## src/rtl/stream_demux_1x2.sv

```systemverilog
// rtl/stream_demux_1x2.sv - 1-to-2 packet stream demultiplexer with registered outputs
module stream_demux_1x2 #(
    parameter int DW    = 8,
    parameter int CNT_W = 8
) (
    input  logic             clk,
    input  logic             rst,
    input  logic             in_valid,
    output logic             in_ready,
    input  logic [DW-1:0]    in_data,
    input  logic             in_sel,
    input  logic             in_last,
    output logic             out0_valid,
    input  logic             out0_ready,
    output logic [DW-1:0]    out0_data,
    output logic             out0_last,
    output logic             out1_valid,
    input  logic             out1_ready,
    output logic [DW-1:0]    out1_data,
    output logic             out1_last,
    output logic [CNT_W-1:0] pkt_cnt0,
    output logic [CNT_W-1:0] pkt_cnt1,
    output logic             busy
);

    typedef enum logic [1:0] {
        IDLE  = 2'd0,
        LOCK0 = 2'd1,
        LOCK1 = 2'd2
    } state_t;

    state_t state;
    state_t state_nxt;

    logic target;
    logic load_en0;
    logic load_en1;
    logic accept;
    logic load0;
    logic load1;

    // A register may take a new beat when empty or when it is draining this cycle.
    assign load_en0 = !out0_valid || out0_ready;
    assign load_en1 = !out1_valid || out1_ready;

    // Destination is chosen from in_sel only on the first beat; later beats follow the lock.
    assign target   = (state == IDLE) ? in_sel : (state == LOCK1);
    assign in_ready = target ? load_en1 : load_en0;
    assign accept   = in_valid && in_ready;
    assign load0    = accept && !target;
    assign load1    = accept && target;
    assign busy     = (state != IDLE);

    // Packet lock state register.
    always_ff @(posedge clk or posedge rst) begin
        if (rst) begin
            state <= IDLE;
        end else begin
            state <= state_nxt;
        end
    end

    // Next-state: lock onto the destination after a non-final first beat, unlock on the last beat.
    always_comb begin
        state_nxt = state;
        if (accept) begin
            case (state)
                IDLE: begin
                    if (!in_last) begin
                        state_nxt = in_sel ? LOCK1 : LOCK0;
                    end
                end
                LOCK0, LOCK1: begin
                    if (in_last) begin
                        state_nxt = IDLE;
                    end
                end
                default: state_nxt = IDLE;
            endcase
        end
    end

    // Output 0 holding register: load on transfer, otherwise empty once consumed.
    always_ff @(posedge clk or posedge rst) begin
        if (rst) begin
            out0_valid <= 1'b0;
            out0_data  <= '0;
            out0_last  <= 1'b0;
        end else if (load0) begin
            out0_valid <= 1'b1;
            out0_data  <= in_data;
            out0_last  <= in_last;
        end else if (out0_ready) begin
            out0_valid <= 1'b0;
        end
    end

    // Output 1 holding register: load on transfer, otherwise empty once consumed.
    always_ff @(posedge clk or posedge rst) begin
        if (rst) begin
            out1_valid <= 1'b0;
            out1_data  <= '0;
            out1_last  <= 1'b0;
        end else if (load1) begin
            out1_valid <= 1'b1;
            out1_data  <= in_data;
            out1_last  <= in_last;
        end else if (out1_ready) begin
            out1_valid <= 1'b0;
        end
    end

    // Saturating packet counters, bumped when a final beat is accepted for that output.
    always_ff @(posedge clk or posedge rst) begin
        if (rst) begin
            pkt_cnt0 <= '0;
            pkt_cnt1 <= '0;
        end else begin
            if (load0 && in_last && (pkt_cnt0 != {CNT_W{1'b1}})) begin
                pkt_cnt0 <= pkt_cnt0 + 1'b1;
            end
            if (load1 && in_last && (pkt_cnt1 != {CNT_W{1'b1}})) begin
                pkt_cnt1 <= pkt_cnt1 + 1'b1;
            end
        end
    end

endmodule

```

## config.mk

```make
export PLATFORM = sky130hd
export DESIGN_NAME = stream_demux_1x2
export DESIGN_NICKNAME = d
export VERILOG_FILES = /design/src/rtl/stream_demux_1x2.sv
export SDC_FILE = /design/constraint.sdc
export NUM_CORES = 1
export LEC_CHECK = 0
export ABC_CLOCK_PERIOD_IN_PS = 5650
export CAP_MARGIN = 20
export CORE_ASPECT_RATIO = 0.75
export CORE_MARGIN = 8
export CORE_UTILIZATION = 49
export CTS_CLUSTER_SIZE = 20
export DETAILED_ROUTE_END_ITERATION = 10
export PLACE_DENSITY_LB_ADDON = 0.2
export SKIP_CTS_REPAIR_TIMING = 1
export SLEW_MARGIN = 20
export SYNTH_ARGS = -nofsm -noshare
export SYNTH_HDL_FRONTEND = slang
export SYNTH_SLANG_ARGS = --single-unit
```

## constraint.sdc

```tcl
create_clock -name clk -period 5.65 [get_ports clk]
set_input_delay 1.13 -clock clk [delete_from_list [all_inputs] [get_ports clk]]
set_output_delay 1.13 -clock clk [all_outputs]
set_load 0.1 [all_outputs]
```

==> results.rst <==
.. list-table::
   :header-rows: 1

   * - Metric
     - Value
   * - Delay of the slowest critical-path stage
     - around 0.44 ns
   * - Post-route clock skew
     - between 0.006 and 0.007 ns
   * - Clock-pin slew reported for the worst setup and hold paths after clock tree synthesis
     - roughly 0.070 ns
   * - YS warnings
     - 0
   * - Largest net degree at the start of global routing
     - 39
   * - Half-perimeter wire length of the detailed placement result
     - 2850 um
   * - Buffer depth of the longest clock path
     - 2
   * - Dominant combinational cell family by area after synthesis
     - simple AND/OR/NAND/NOR gates
   * - Core Rows
     - 18
   * - Synthesized instance count
     - roughly 130
   * - Hold violation total from the final report
     - 0
   * - Per-cell via count in the routed design
     - roughly 5.3
   * - Crit-path cells
     - clkdlybuf4s50_1 -> mux2i_2 -> mux2_2 -> buf_4
   * - Number of clock sinks
     - 38
   * - Proportion of register bits with asynchronous set or reset after synthesis
     - 100%
   * - Data required time at the worst endpoint
     - 4.52 ns
   * - Post-synthesis share of cell area spent on full adders, half adders and majority gates
     - 2.96%
   * - Total number of vias
     - ~1,200
   * - Run status
     - completed
   * - Floorplan die height
     - 66.9 um
   * - Post-synth top area cell
     - sky130_fd_sc_hd__dfrtp_1
   * - Rel. slew slack
     - 33.4%
   * - Vias in the first global route
     - around 1,300
   * - Transition time of the tightest slew-check pin
     - about 1 ns
   * - Data arrival time of the worst path
     - ~2.6 ns
   * - DRC viols
     - 0
   * - Diode count
     - 0
   * - TritonCTS clock tree
     - yes
   * - Classification of the worst-slack hold path
     - flop to flop
   * - Count of flip-flops with a built-in enable after synthesis
     - 0
   * - Post-synthesis instance area
     - about 1700 sq um
   * - Top-level port count
     - 53
   * - Number of buffer and inverter stages on the critical path
     - 2
   * - CP max-delay cell
     - sky130_fd_sc_hd__clkdlybuf4s50_1
   * - Setup TNS Final
     - 0 ns
   * - Average wire per cell in the routed design
     - approximately 17 um
   * - Sequential area share after synthesis
     - ~56%
   * - TritonRoute pass-1 iters
     - 4
   * - Synth Area per Inst
     - between 10 and 15 sq um
   * - Clock insertion delay at the later pin of the skew report
     - 0.30 ns
   * - Highest fanout seen on the critical path
     - 7
   * - Timing-limited maximum frequency
     - about 270 MHz
   * - Clock H-tree levels
     - 2
   * - Gp weighted congestion
     - roughly 0.79
   * - Portion of synthesized cell area occupied by the leading cell type
     - about 56%
   * - Number of CTS-inserted buffers
     - 5
   * - Leading post-synthesis cells by cell area
     - sky130_fd_sc_hd__dfrtp_1, sky130_fd_sc_hd__mux2_2, sky130_fd_sc_hd__xor2_1, sky130_fd_sc_hd__ha_1, sky130_fd_sc_hd__nand3_1
   * - Global-route congestion overflow total
     - 0
   * - Critical Path Start Type
     - primary input
   * - Cell family contributing the most delay on the critical path
     - multiplexers
   * - Count of state elements after synthesis
     - 38
   * - Number of endpoints failing setup at the final stage
     - 0
   * - Buffers on Ports
     - 52
   * - Most numerous cell in the Yosys netlist
     - sky130_fd_sc_hd__dfrtp_1
   * - Synthesized net count
     - ~150
   * - RSZ-0062 raised after global routing
     - false
   * - Starting DRT DRC Count
     - 86
   * - Floorplan Core Area
     - between 3000 and 4000 sq um
   * - Fraction of the mapped netlist area in simple logic gates
     - 16.4%
   * - Number of maximum-capacitance violations
     - 0
   * - Die outline area
     - around 5600 sq um
   * - Count of unique library cells instantiated by Yosys
     - 30
   * - Layout-stage area growth over the synthesis result
     - 40.5%
   * - Share of synthesized area spent on multiplexers
     - around 15%
   * - Clock root buffer
     - sky130_fd_sc_hd__clkbuf_8
   * - Capturing element type of the critical path
     - primary output
   * - First-pass GRT wire length
     - about 6400 um
   * - Post-synth top flop
     - sky130_fd_sc_hd__dfrtp_1
   * - Fraction of the mapped netlist area in compound gates
     - between 2 and 3%
   * - Remaining antenna violation count after routing
     - 0
   * - Layout cell share with drive strength beyond 1
     - between 10% and 20%
   * - Final min period
     - between 3 and 4 ns
   * - Critical path type
     - primary input to primary output
   * - Tcrit/Tclk final
     - approximately 65%
   * - Routed WL
     - just under 4000 um
   * - Antenna violations before repair
     - 0
   * - Global-route usage over all layers
     - 14.5%
   * - Horizontal die dimension
     - 83.8 um
   * - Count of final max-slew check failures
     - 0
   * - Initial Util
     - around 51%
   * - Layout net count
     - between 200 and 250
   * - Post-synthesis share of cell area spent on xor and xnor gates
     - 5.70%
   * - Most frequent cells after synthesis
     - sky130_fd_sc_hd__dfrtp_1, sky130_fd_sc_hd__mux2_2, sky130_fd_sc_hd__xor2_1
cells by family after synthesis:
kind of cell             Yosys count
XOR/XNOR                          11
AND/OR/NAND/NOR                   48
adder cells (fa/ha/maj)            4
flip-flops                        38
multiplexers                      23
buffers and inverters              4
AO/OA/AOI/OAI                      6
layout by cell type, fill, tap and decap left out, types with 2 or more instances in the layout:
cell                               n
sky130_fd_sc_hd__a31oi_1           2
sky130_fd_sc_hd__and3_1            4
sky130_fd_sc_hd__buf_4             2
sky130_fd_sc_hd__clkbuf_8          8
sky130_fd_sc_hd__clkdlybuf4s50_1  51
sky130_fd_sc_hd__dfrtp_1          38
sky130_fd_sc_hd__ha_1              4
sky130_fd_sc_hd__inv_1             4
sky130_fd_sc_hd__mux2_2           19
sky130_fd_sc_hd__mux2i_1           3
sky130_fd_sc_hd__nand2_1          10
sky130_fd_sc_hd__nand2b_1          3
sky130_fd_sc_hd__nand3_1           8
sky130_fd_sc_hd__nor2_1            6
sky130_fd_sc_hd__nor2b_1           2
sky130_fd_sc_hd__nor3_1            2
sky130_fd_sc_hd__nor3_2            2
sky130_fd_sc_hd__nor4_1            2
sky130_fd_sc_hd__xor2_1           11
layout make-up:
type | count | area, sq um
multi-input combinational | 92 | 726
timing repair buffer | 53 | 526
sequential | 38 | 951
tap | 40 | 50.0
inverter | 4 | 15.0
fill | 223 | 911
clock buffer | 8 | 110
state kept, by name, summed over array words and instances, names as in the netlist:
name        cells
out0_data       8
out1_data       8
pkt_cnt0        8
pkt_cnt1        8
state           2
out0_last       1
out0_valid      1
out1_last       1
out1_valid      1
worst reg2reg max path, cell delays in order (launching register included):
cell	delay, ns
sky130_fd_sc_hd__dfrtp_1	0.36
sky130_fd_sc_hd__inv_1	0.09
sky130_fd_sc_hd__ha_1	0.28
sky130_fd_sc_hd__mux2i_2	0.43
sky130_fd_sc_hd__nand3_1	0.49
sky130_fd_sc_hd__mux2_2	0.43
stage by stage:
step	hold slack, ns	util, %	area [sq um]	std cells	worst slack [ns]
4_1_cts	0.482	72.3	2380	235	1.96
2_1_floorplan	0.504	-	1690	134	2.50
6_report	0.480	72.3	2380	235	1.96
5_1_grt	0.498	72.3	2380	235	1.88
3_3_place_gp	0.463	68.9	2270	227	1.97
3_5_place_dp	0.466	68.9	2270	227	1.97
per-layer routing:
layer  GRT usage, %  vias to the layer above  share of wire, %
li1               -                      592                 -
met1           15.4                      594                42
met2           23.2                       45                46
met3           9.62                        5                11
met4           4.51                        0               1.1
met5              0                        -                 0
worst paths after layout:
| kind | from | end | slack, ns | depth (start not counted) |
|---|---|---|---|---|
| max in group asynchronous | rst | out1_data[7] | 4.08 | 3 |
| min | out0_last | out0_last | 0.48 | 2 |
| max reg2reg | state[0] | out0_data[7] | 3.47 | 5 |
| min reg2reg | out0_last | out0_last | 0.48 | 2 |
| max | in_sel | in_ready | 1.96 | 4 |
| min in group asynchronous | rst | out1_last | 1.23 | 3 |
Power is left out: the tool's default activity adds up to more than one toggle a clock period on the data nets, which glitch-free logic cannot reach.
